**src/rtl/seq_mult_pkg.sv**
```systemverilog
// Shared state encoding and sizing helper for the sequential shift-add multiplier.
package seq_mult_pkg;

  typedef enum logic [1:0] {
    S_IDLE = 2'd0,
    S_CALC = 2'd1,
    S_DONE = 2'd2
  } state_t;

  // Bits needed to hold 0..n-1; never less than one bit.
  function automatic int clog2(input int n);
    int r;
    r = 1;
    while ((1 << r) < n) r++;
    return r;
  endfunction

endpackage

```
**src/rtl/parametric_RCA.sv**
```systemverilog
// Ripple-carry adder, SIZE bits wide, with carry-in and carry-out.
module parametric_RCA #(
  parameter int SIZE = 8
) (
  input  logic [SIZE-1:0] a,
  input  logic [SIZE-1:0] b,
  input  logic            ci,
  output logic [SIZE-1:0] s,
  output logic            co
);

  always_comb begin
    logic carry;
    carry = ci;
    s     = '0;
    for (int i = 0; i < SIZE; i++) begin
      s[i]  = a[i] ^ b[i] ^ carry;
      carry = (a[i] & b[i]) | (carry & (a[i] ^ b[i]));
    end
    co = carry;
  end

endmodule

```
**src/rtl/seq_mult_ctrl.sv**
```systemverilog
// Sequential WIDTH x WIDTH shift-add multiplier with valid/ready on both sides.
// Define SEQ_MULT_SIGNED_EN for two's complement operands (sign-magnitude around the unsigned core).
module seq_mult_ctrl
  import seq_mult_pkg::*;
#(
  parameter int WIDTH = 8
) (
  input  logic               clk,
  input  logic               rst,
  input  logic               in_valid,
  output logic               in_ready,
  input  logic [WIDTH-1:0]   a,
  input  logic [WIDTH-1:0]   b,
  output logic               out_valid,
  input  logic               out_ready,
  output logic [2*WIDTH-1:0] product,
  output logic               busy
);

  localparam int CW = clog2(WIDTH);
  localparam int PW = 2 * WIDTH;

  state_t           state_q, state_d;
  logic [PW-1:0]    acc_q, acc_d;
  logic [WIDTH-1:0] mcand_q, mcand_d;
  logic [CW-1:0]    cnt_q, cnt_d;

  logic [WIDTH-1:0] addend, sum;
  logic             carry;
  logic [PW-1:0]    acc_shift, acc_fin;
  logic [WIDTH-1:0] a_ld, b_ld;

  assign addend = acc_q[0] ? mcand_q : '0;

  parametric_RCA #(.SIZE(WIDTH)) u_rca (
    .a  (acc_q[PW-1:WIDTH]),
    .b  (addend),
    .ci (1'b0),
    .s  (sum),
    .co (carry)
  );

  // Carry-out of the upper half becomes the new MSB as the accumulator shifts right.
  assign acc_shift = {carry, sum, acc_q[WIDTH-1:1]};

`ifdef SEQ_MULT_SIGNED_EN
  logic neg_q, neg_d;

  assign a_ld    = a[WIDTH-1] ? (~a + WIDTH'(1)) : a;
  assign b_ld    = b[WIDTH-1] ? (~b + WIDTH'(1)) : b;
  assign acc_fin = neg_q ? (~acc_shift + PW'(1)) : acc_shift;

  always_ff @(posedge clk or posedge rst) begin
    if (rst) neg_q <= 1'b0;
    else     neg_q <= neg_d;
  end
`else
  assign a_ld    = a;
  assign b_ld    = b;
  assign acc_fin = acc_shift;
`endif

  always_comb begin
    state_d   = state_q;
    acc_d     = acc_q;
    mcand_d   = mcand_q;
    cnt_d     = cnt_q;
    in_ready  = 1'b0;
    out_valid = 1'b0;
    busy      = 1'b0;
`ifdef SEQ_MULT_SIGNED_EN
    neg_d     = neg_q;
`endif
    case (state_q)
      S_IDLE: begin
        in_ready = 1'b1;
        if (in_valid) begin
          mcand_d = a_ld;
          acc_d   = {{WIDTH{1'b0}}, b_ld};
          cnt_d   = CW'(WIDTH - 1);
          state_d = S_CALC;
`ifdef SEQ_MULT_SIGNED_EN
          neg_d   = a[WIDTH-1] ^ b[WIDTH-1];
`endif
        end
      end
      S_CALC: begin
        busy = 1'b1;
        if (cnt_q == '0) begin
          acc_d   = acc_fin;
          state_d = S_DONE;
        end else begin
          acc_d = acc_shift;
          cnt_d = cnt_q - CW'(1);
        end
      end
      S_DONE: begin
        busy      = 1'b1;
        out_valid = 1'b1;
        if (out_ready) state_d = S_IDLE;
      end
      default: state_d = S_IDLE;
    endcase
  end

  always_ff @(posedge clk or posedge rst) begin
    if (rst) begin
      state_q <= S_IDLE;
      acc_q   <= '0;
      mcand_q <= '0;
      cnt_q   <= '0;
    end else begin
      state_q <= state_d;
      acc_q   <= acc_d;
      mcand_q <= mcand_d;
      cnt_q   <= cnt_d;
    end
  end

  assign product = acc_q;

endmodule

```
**config.mk**
```make
export PLATFORM = sky130hd
export DESIGN_NAME = seq_mult_ctrl
export DESIGN_NICKNAME = d
export VERILOG_FILES = /design/src/rtl/seq_mult_pkg.sv /design/src/rtl/parametric_RCA.sv /design/src/rtl/seq_mult_ctrl.sv
export SDC_FILE = /design/constraint.sdc
export NUM_CORES = 1
export LEC_CHECK = 0
export ABC_AREA = 1
export CORE_UTILIZATION = 48
export CTS_BUF_LIST = sky130_fd_sc_hd__clkbuf_8
export CTS_CLUSTER_SIZE = 20
export DETAILED_ROUTE_END_ITERATION = 7
export PLACE_DENSITY = 0.76
export SETUP_SLACK_MARGIN = 0.15
export SLEW_MARGIN = 10
export SYNTH_ARGS = -nofsm -noshare
export SYNTH_HDL_FRONTEND = slang
export SYNTH_SLANG_ARGS = --single-unit
```
**constraint.sdc**
```tcl
create_clock -name clk -period 4.22 [get_ports clk]
set_input_delay 0.633 -clock clk [delete_from_list [all_inputs] [get_ports clk]]
set_output_delay 0.633 -clock clk [all_outputs]
set_load 0.01 [all_outputs]
```
==> impl_metrics.tcl, run 1 <==
set metrics [dict create \
    total_leakage_power_nw 1.107 \
    use_met2 0.3323 \
    fp.dieArea_mm2 0.003733 \
    yosysTopAreaCellShare 0.4328 \
    cts_hold_buffers 0 \
    grt_pass1_wl_um 5382 \
    clock_tree.htree_level_count 2 \
    preCtsSetupSlack_ns 0.7028 \
    setup-tns-final_ns 0 \
    yosys.cell_types.count 17 \
    crit_path_cell_trace "nand2_1, inv_1, ha_1, fa_1, inv_1, fa_1, inv_1, fa_1, fa_1, inv_1, fa_1, inv_1, fa_1, inv_1, fa_1, o21ai_2" \
    setup.worst_path.end_class "register" \
    worst_slew_pin_slew_ns 1.053 \
    routed-via-count 1352 \
    hold_path_end "mcand_q[7]" \
    cts_tree "yes" \
    critPathMaxStageDelay_ns 0.47 \
    worst-r2r-cell-count 16 \
    postSynthCellCount 201 \
    fmax_ghz 0.2830 \
    final_antenna_net_count 0 \
    cts_made_buffers 5 \
    r2r_slack_ns 0.69 \
    synthesized_area_per_cell_um2 8.341 \
    worstHoldStart "mcand_q[7]" \
    buffer_ports.inserted 38 \
    layout_worst_path_cycle_share 0.8374 \
    hold_path_class "reg -> reg" \
    layout_setup_ws_ns 0.6863 \
    crit-reg2reg-capture "product[14]" \
    drt-pass1-iter-count 4 \
    netlist_area_mm2 0.001677 \
    wl_um 3349 \
    finalSetupViolations 0 \
    synth_nets 234 \
    drt-initial-drc-count 75 \
    areaGrowthSynthToFinish_pct 27.76 \
    grt_start_max_net_pins 30 \
    max-slew-margin-rel 0.2937 \
    antennaDiodeCount 0 \
    initial_utilization 0.5024 \
    grtUsageTotal 0.2052 \
    vdd_drop_max_v 0.0003303 \
    rr_startpoint "product[0]" \
    fin_worst_skew_ns 0.005863 \
    netlist_top_cells_area "sky130_fd_sc_hd__dfrtp_1 (43%), sky130_fd_sc_hd__nand2_1 (15%), sky130_fd_sc_hd__nand3_1 (9.0%)" \
    clock_tree.buffer_depth 2 \
    timing.critical_path.mode_cell "sky130_fd_sc_hd__fa_1" \
    number_of_antenna_violations_at_the_first_check_in_global_routing 0 \
    clk_root_buffer_cell "sky130_fd_sc_hd__clkbuf_8" \
    grt_pass1_vias 1197 \
    seq_area_frac_synth 0.4328 \
    power.density_mw_per_mm2 715.2 \
    drive_above_1_share 0.07595 \
    worstSetupStartpointType "register" \
    timing.final.max_slew_violations 0 \
    yosysWarnings 0 \
    max_cap_viol_count 0 \
    clk_latency_ns 0.28 \
    chipWidth_um 61.10 \
    cpMaxStageDelayCell "sky130_fd_sc_hd__dfrtp_1" \
    placementRows 21 \
    post_cts_sizing_count 0 \
    floorplan.core_area_mm2 0.003337 \
    place_area_mm2 0.002041 \
    clk_pin_slew_ns 0.06 \
    period_minus_slack_ns 3.534 \
    criticalPathCategory "reg -> reg" \
    layout.core_utilization 0.6419 \
    min_delay_path_depth 2 \
    design.portCount 39 \
    total_overflow_reported_by_the_global_router 0 \
    final-hold-violation-count 0 \
    stdcell_area_mm2 0.002142 \
    hpwl_um 2395 \
    gp_congestion 0.7793 \
    met3_use_gr 0.05672 \
    dieHeight_um 61.10 \
    grt_most_used_layer "met2" \
    setup_repair_after_global_routing_missed_its_margin "no" \
    worstSetupStartpoint "product[0]" \
    synth.ff_latch_count 29 \
    number_of_clock_sinks 29 \
    routedWlPerCell_um 11.83 \
    cp.arrival_ns 3.75 \
    status "finished, final reports clean" \
    cts_post_setup_buffers_inserted 0 \
    met1_track_demand_over_resource 0.2629 \
    drt_drc_violations_left 0 \
    yosysTopAreaCell "sky130_fd_sc_hd__dfrtp_1" \
    worst_endpoint_required_time_ns 4.43 \
    final_net_count 269 \
    viasPerCell 4.777 \
    worstPathMaxFanout 10 \
]
-- registers in the layout (all words and copies together) (netlist names) --
name and count:
product 16, cnt_q 3, mcand_q 8, state_q 2
-- per-stage QoR --
stage | total power [W] | std cells | hold WS (ns)
after floorplan | 0.001041 | 201 | 0.4417
after global placement | 0.001269 | 275 | 0.4573
after detailed placement | 0.001291 | 275 | 0.4591
after CTS | 0.001550 | 283 | 0.4746
after global routing | 0.001677 | 283 | 0.5085
final | 0.001532 | 283 | 0.4676
-- how the worst max path moves through the flow --
stage                  end  slack [ns]  cells past startpoint
6_report       product[14]        0.69                     16
5_1_grt        product[14]        0.52                     16
3_5_place_dp   product[14]        0.70                     16
2_1_floorplan  product[14]        0.75                     17
4_1_cts        product[14]        0.70                     16
3_3_place_gp   product[14]        0.82                     16
-- cell usage in the layout (no fill, tap or decap), types with 3 or more instances in the layout --
master	netlist	routed
sky130_fd_sc_hd__fa_1	7	7
sky130_fd_sc_hd__nand2_4	3	3
sky130_fd_sc_hd__o21ai_0	8	8
sky130_fd_sc_hd__clkbuf_8	0	7
sky130_fd_sc_hd__inv_1	30	29
sky130_fd_sc_hd__dfrtp_1	29	29
sky130_fd_sc_hd__o21ai_2	4	4
sky130_fd_sc_hd__nand2_1	67	67
sky130_fd_sc_hd__ha_1	6	6
sky130_fd_sc_hd__nand3_1	30	30
sky130_fd_sc_hd__clkdlybuf4s50_1	0	38
-- worst max-delay path, delay by kind of cell, from the launching register on --
kind                       cells  cell delay, ns
AOI/OAI and AO/OA              1            0.13
buffers and inverters          6            0.37
DFF                            1            0.47
and+or+nand+nor                1            0.12
adders and majority gates      8            2.39
-- power breakdown --
group	switching [W]	internal, W
combinational	0.000434	0.000337
sequential	0.000100	0.000408
clock	0.000105	0.000147
-- layer usage --
metal  up-vias  part of all wire
met5         -                 0
met4         0             0.016
met3         5             0.046
met2        35              0.47
met1       623              0.47
li1        689                 -
-- cell type report --
class | count | area [µm²]
Fill cell | 322 | 1195
Multi-Input combinational cell | 131 | 760.7
Sequential cell | 29 | 725.7
Timing Repair Buffer | 38 | 380.4
Inverter | 31 | 116.4
Clock buffer | 7 | 96.34
Tap cell | 46 | 57.56
Clock inverter | 1 | 5.005
-- cells by family (layout without fill, tap and decap cells) --
group	after synthesis	after routing	synth area share
AO/OA/AOI/OAI	14	14	0.05075
adder cells (fa/ha/maj)	13	13	0.1284
buffers and inverters	41	77	0.1134
flip-flops	29	29	0.4328
AND/OR/NAND/NOR	104	104	0.2746
-- cells in the mapped netlist (all sizes together) --
| cell | n |
|---|---|
| clkbuf | 1 |
| nand2 | 72 |
| fa | 7 |
| dfrtp | 29 |
| nand3 | 30 |
| inv | 31 |
| ha | 6 |
| nand4 | 2 |
| o21ai | 14 |
| buf | 9 |
(Power assumes the default switching activity.)
==> inputs of run 2 (changes only) <==
Settings changed: CORE_UTILIZATION 48 to 46.
Clock period 4.22 ns to 3 ns, I/O delays scaled along.
==> impl_metrics.tcl, run 2 (synthesis gave the netlist of run 1 again) <==
set metrics [dict create \
    most-common-layout-cells "sky130_fd_sc_hd__nand2_1 (67), sky130_fd_sc_hd__clkdlybuf4s50_1 (38), sky130_fd_sc_hd__nand3_1 (30), sky130_fd_sc_hd__dfrtp_1 (29), sky130_fd_sc_hd__inv_1 (25)" \
    clock_tree.buffer_depth 2 \
    max-slew-margin-rel 0.7493 \
    final-hold-violation-count 0 \
    total_overflow_reported_by_the_global_router 0 \
    grt_pass1_wl_um 6141 \
    clk_pin_slew_ns 0.06 \
    total_power_w 0.002260 \
    drt-pass1-iter-count 4 \
    fp.dieArea_mm2 0.003890 \
    grt_most_used_layer "met2" \
    largest_reg_flops 16 \
    met3_use_gr 0.05474 \
    areaGrowthSynthToFinish_pct 33.43 \
    layout_commonest_cell "sky130_fd_sc_hd__nand2_1" \
    clockPowerShare 0.159 \
    max_cap_viol_count 0 \
    total_switching_power_w 0.0009366 \
    power.switching_fraction 0.4145 \
    final_net_count 279 \
    antennaDiodeCount 0 \
    use_met2 0.3558 \
    comb_power_share 0.529 \
    wl_um 3508 \
    number_of_clock_sinks 29 \
    cts_tree "yes" \
    clk_root_buffer_cell "sky130_fd_sc_hd__clkbuf_8" \
    floorplan.core_area_mm2 0.003416 \
    fill_cells 300 \
    seqCellArea_um2 725.7 \
    buffer_ports.inserted 38 \
    setup.worst_path.end_class "register" \
    worstSetupStartpointType "register" \
    grtUsageTotal 0.2088 \
    clk_latency_ns 0.29 \
    cts_made_buffers 5 \
    total_leakage_power_nw 1.148 \
    placementRows 21 \
    cell_internal_pwr_w 0.001323 \
    setup-tns-final_ns -0.2328 \
    setup_repair_after_global_routing_missed_its_margin "yes" \
    grt_pass1_vias 1407 \
    chipWidth_um 62.37 \
    layout_setup_ws_ns -0.2328 \
    vdd_drop_max_v 0.0004530 \
    routed-via-count 1427 \
    final_antenna_net_count 0 \
    met1_track_demand_over_resource 0.2404 \
    fmax_ghz 0.3093 \
    stdcell_area_mm2 0.002237 \
    drt-initial-drc-count 52 \
    period_minus_slack_ns 3.233 \
    dieHeight_um 62.37 \
    power.density_mw_per_mm2 1010 \
    worst_slew_pin_slew_ns 0.3761 \
    layout_worst_path_cycle_share 1.078 \
    hpwl_um 2503 \
    hold_path_class "reg -> reg" \
    drt_drc_violations_left 0 \
    clock_tree.htree_level_count 2 \
    timing.final.max_slew_violations 0 \
    status "finished with violations" \
    gp_congestion 0.7319 \
    fin_worst_skew_ns 0.005520 \
    cp.arrival_ns 3.45 \
    number_of_antenna_violations_at_the_first_check_in_global_routing 0 \
    grt_start_max_net_pins 30 \
    viasPerCell 4.870 \
    multi_input_comb_area_um2 780.7 \
    worstPathMaxFanout 3 \
    criticalPathCategory "reg -> reg" \
    routedWlPerCell_um 11.97 \
    initial_utilization 0.4908 \
    finalSetupViolations 1 \
    layout.core_utilization 0.6549 \
    design.portCount 39 \
    register_share_of_total_power 0.312 \
    place_area_mm2 0.002128 \
    drive_above_1_share 0.1660 \
    worst_endpoint_required_time_ns 3.22 \
    hold_slack_ns 0.4710 \
    failed_checks "negative setup slack" \
]
-- run 2: cell types whose count changed in the layout (fill, tap and decap cells not counted), sizes merged --
cell and delta:
buf +10, clkinv -1, inv +1
-- run 2: power by group through the flow --
stage / combinational (W) / clock [W] / sequential (W)
after global routing: 0.00134 / 0.000387 / 0.000726
after floorplan: 0.000760 / 0 / 0.000731
after detailed placement: 0.00119 / 0 / 0.000711
final: 0.00120 / 0.000360 / 0.000705
after global placement: 0.00116 / 0 / 0.000706
after CTS: 0.00122 / 0.000365 / 0.000706
-- run 2: per-stage QoR --
step / setup slack (ns) / std cells
global placement: -0.1672 / 284
floorplan: -0.3111 / 201
finish: -0.2328 / 293
global route: -0.3259 / 293
detailed placement: -0.2601 / 284
CTS: -0.2552 / 293
-- run 2: routing by layer --
metal  vias up  part of all wire  wire length, µm
met1       677              0.43             1516
met2        33              0.50             1742
met3        10             0.042              149
met4         0             0.028               99
li1        707                 -                -
met5         -                 0                0
-- run 2: layout make-up --
cell class | instances | share of cell area
clock inverters | 1 | 0.002237
flip-flops and latches | 29 | 0.3244
well taps | 46 | 0.02573
clock buffers | 7 | 0.04306
repair buffers | 48 | 0.2036
multi-input cells | 131 | 0.3490
inverters | 31 | 0.05201
-- run 2: what timing repair did --
item	CTS	global route
buffers inserted	1	0
endpoints found under the setup margin	3	3
pin swaps	0	0
gates resized for setup	2	0
hold buffers	0	0
-- run 2: worst paths after layout --
| check | start | end | slack, ns | cells after the start |
|---|---|---|---|---|
| hold reg to reg | mcand_q[7] | mcand_q[7] | 0.47 | 2 |
| setup reg to reg | product[0] | product[14] | -0.23 | 16 |
| hold / removal | mcand_q[7] | mcand_q[7] | 0.47 | 2 |
| max in group asynchronous | rst | state_q[1] | 2.19 | 3 |
| min in group asynchronous | rst | cnt_q[1] | 0.54 | 3 |
| setup / recovery | product[0] | product[14] | -0.23 | 16 |
-- run 2: worst max-delay path: stages, from the launching register on --
cell and delay (ns):
sky130_fd_sc_hd__dfrtp_1 0.39, sky130_fd_sc_hd__nand2_1 0.07, sky130_fd_sc_hd__inv_1 0.04, sky130_fd_sc_hd__ha_2 0.16
sky130_fd_sc_hd__fa_2 0.33, sky130_fd_sc_hd__inv_2 0.06, sky130_fd_sc_hd__fa_2 0.19, sky130_fd_sc_hd__inv_2 0.04
sky130_fd_sc_hd__fa_2 0.33, sky130_fd_sc_hd__fa_2 0.34, sky130_fd_sc_hd__inv_2 0.06, sky130_fd_sc_hd__fa_2 0.18
sky130_fd_sc_hd__inv_2 0.04, sky130_fd_sc_hd__fa_2 0.32, sky130_fd_sc_hd__inv_2 0.07, sky130_fd_sc_hd__fa_2 0.43
sky130_fd_sc_hd__o21ai_2 0.11
==> inputs of run 3 (changes only) <==
Settings changed: CAP_MARGIN set to 20, SKIP_LAST_GASP set to 1.
==> results of run 3 <==
Final layout, timing and power as in run 2 (identical DEF).
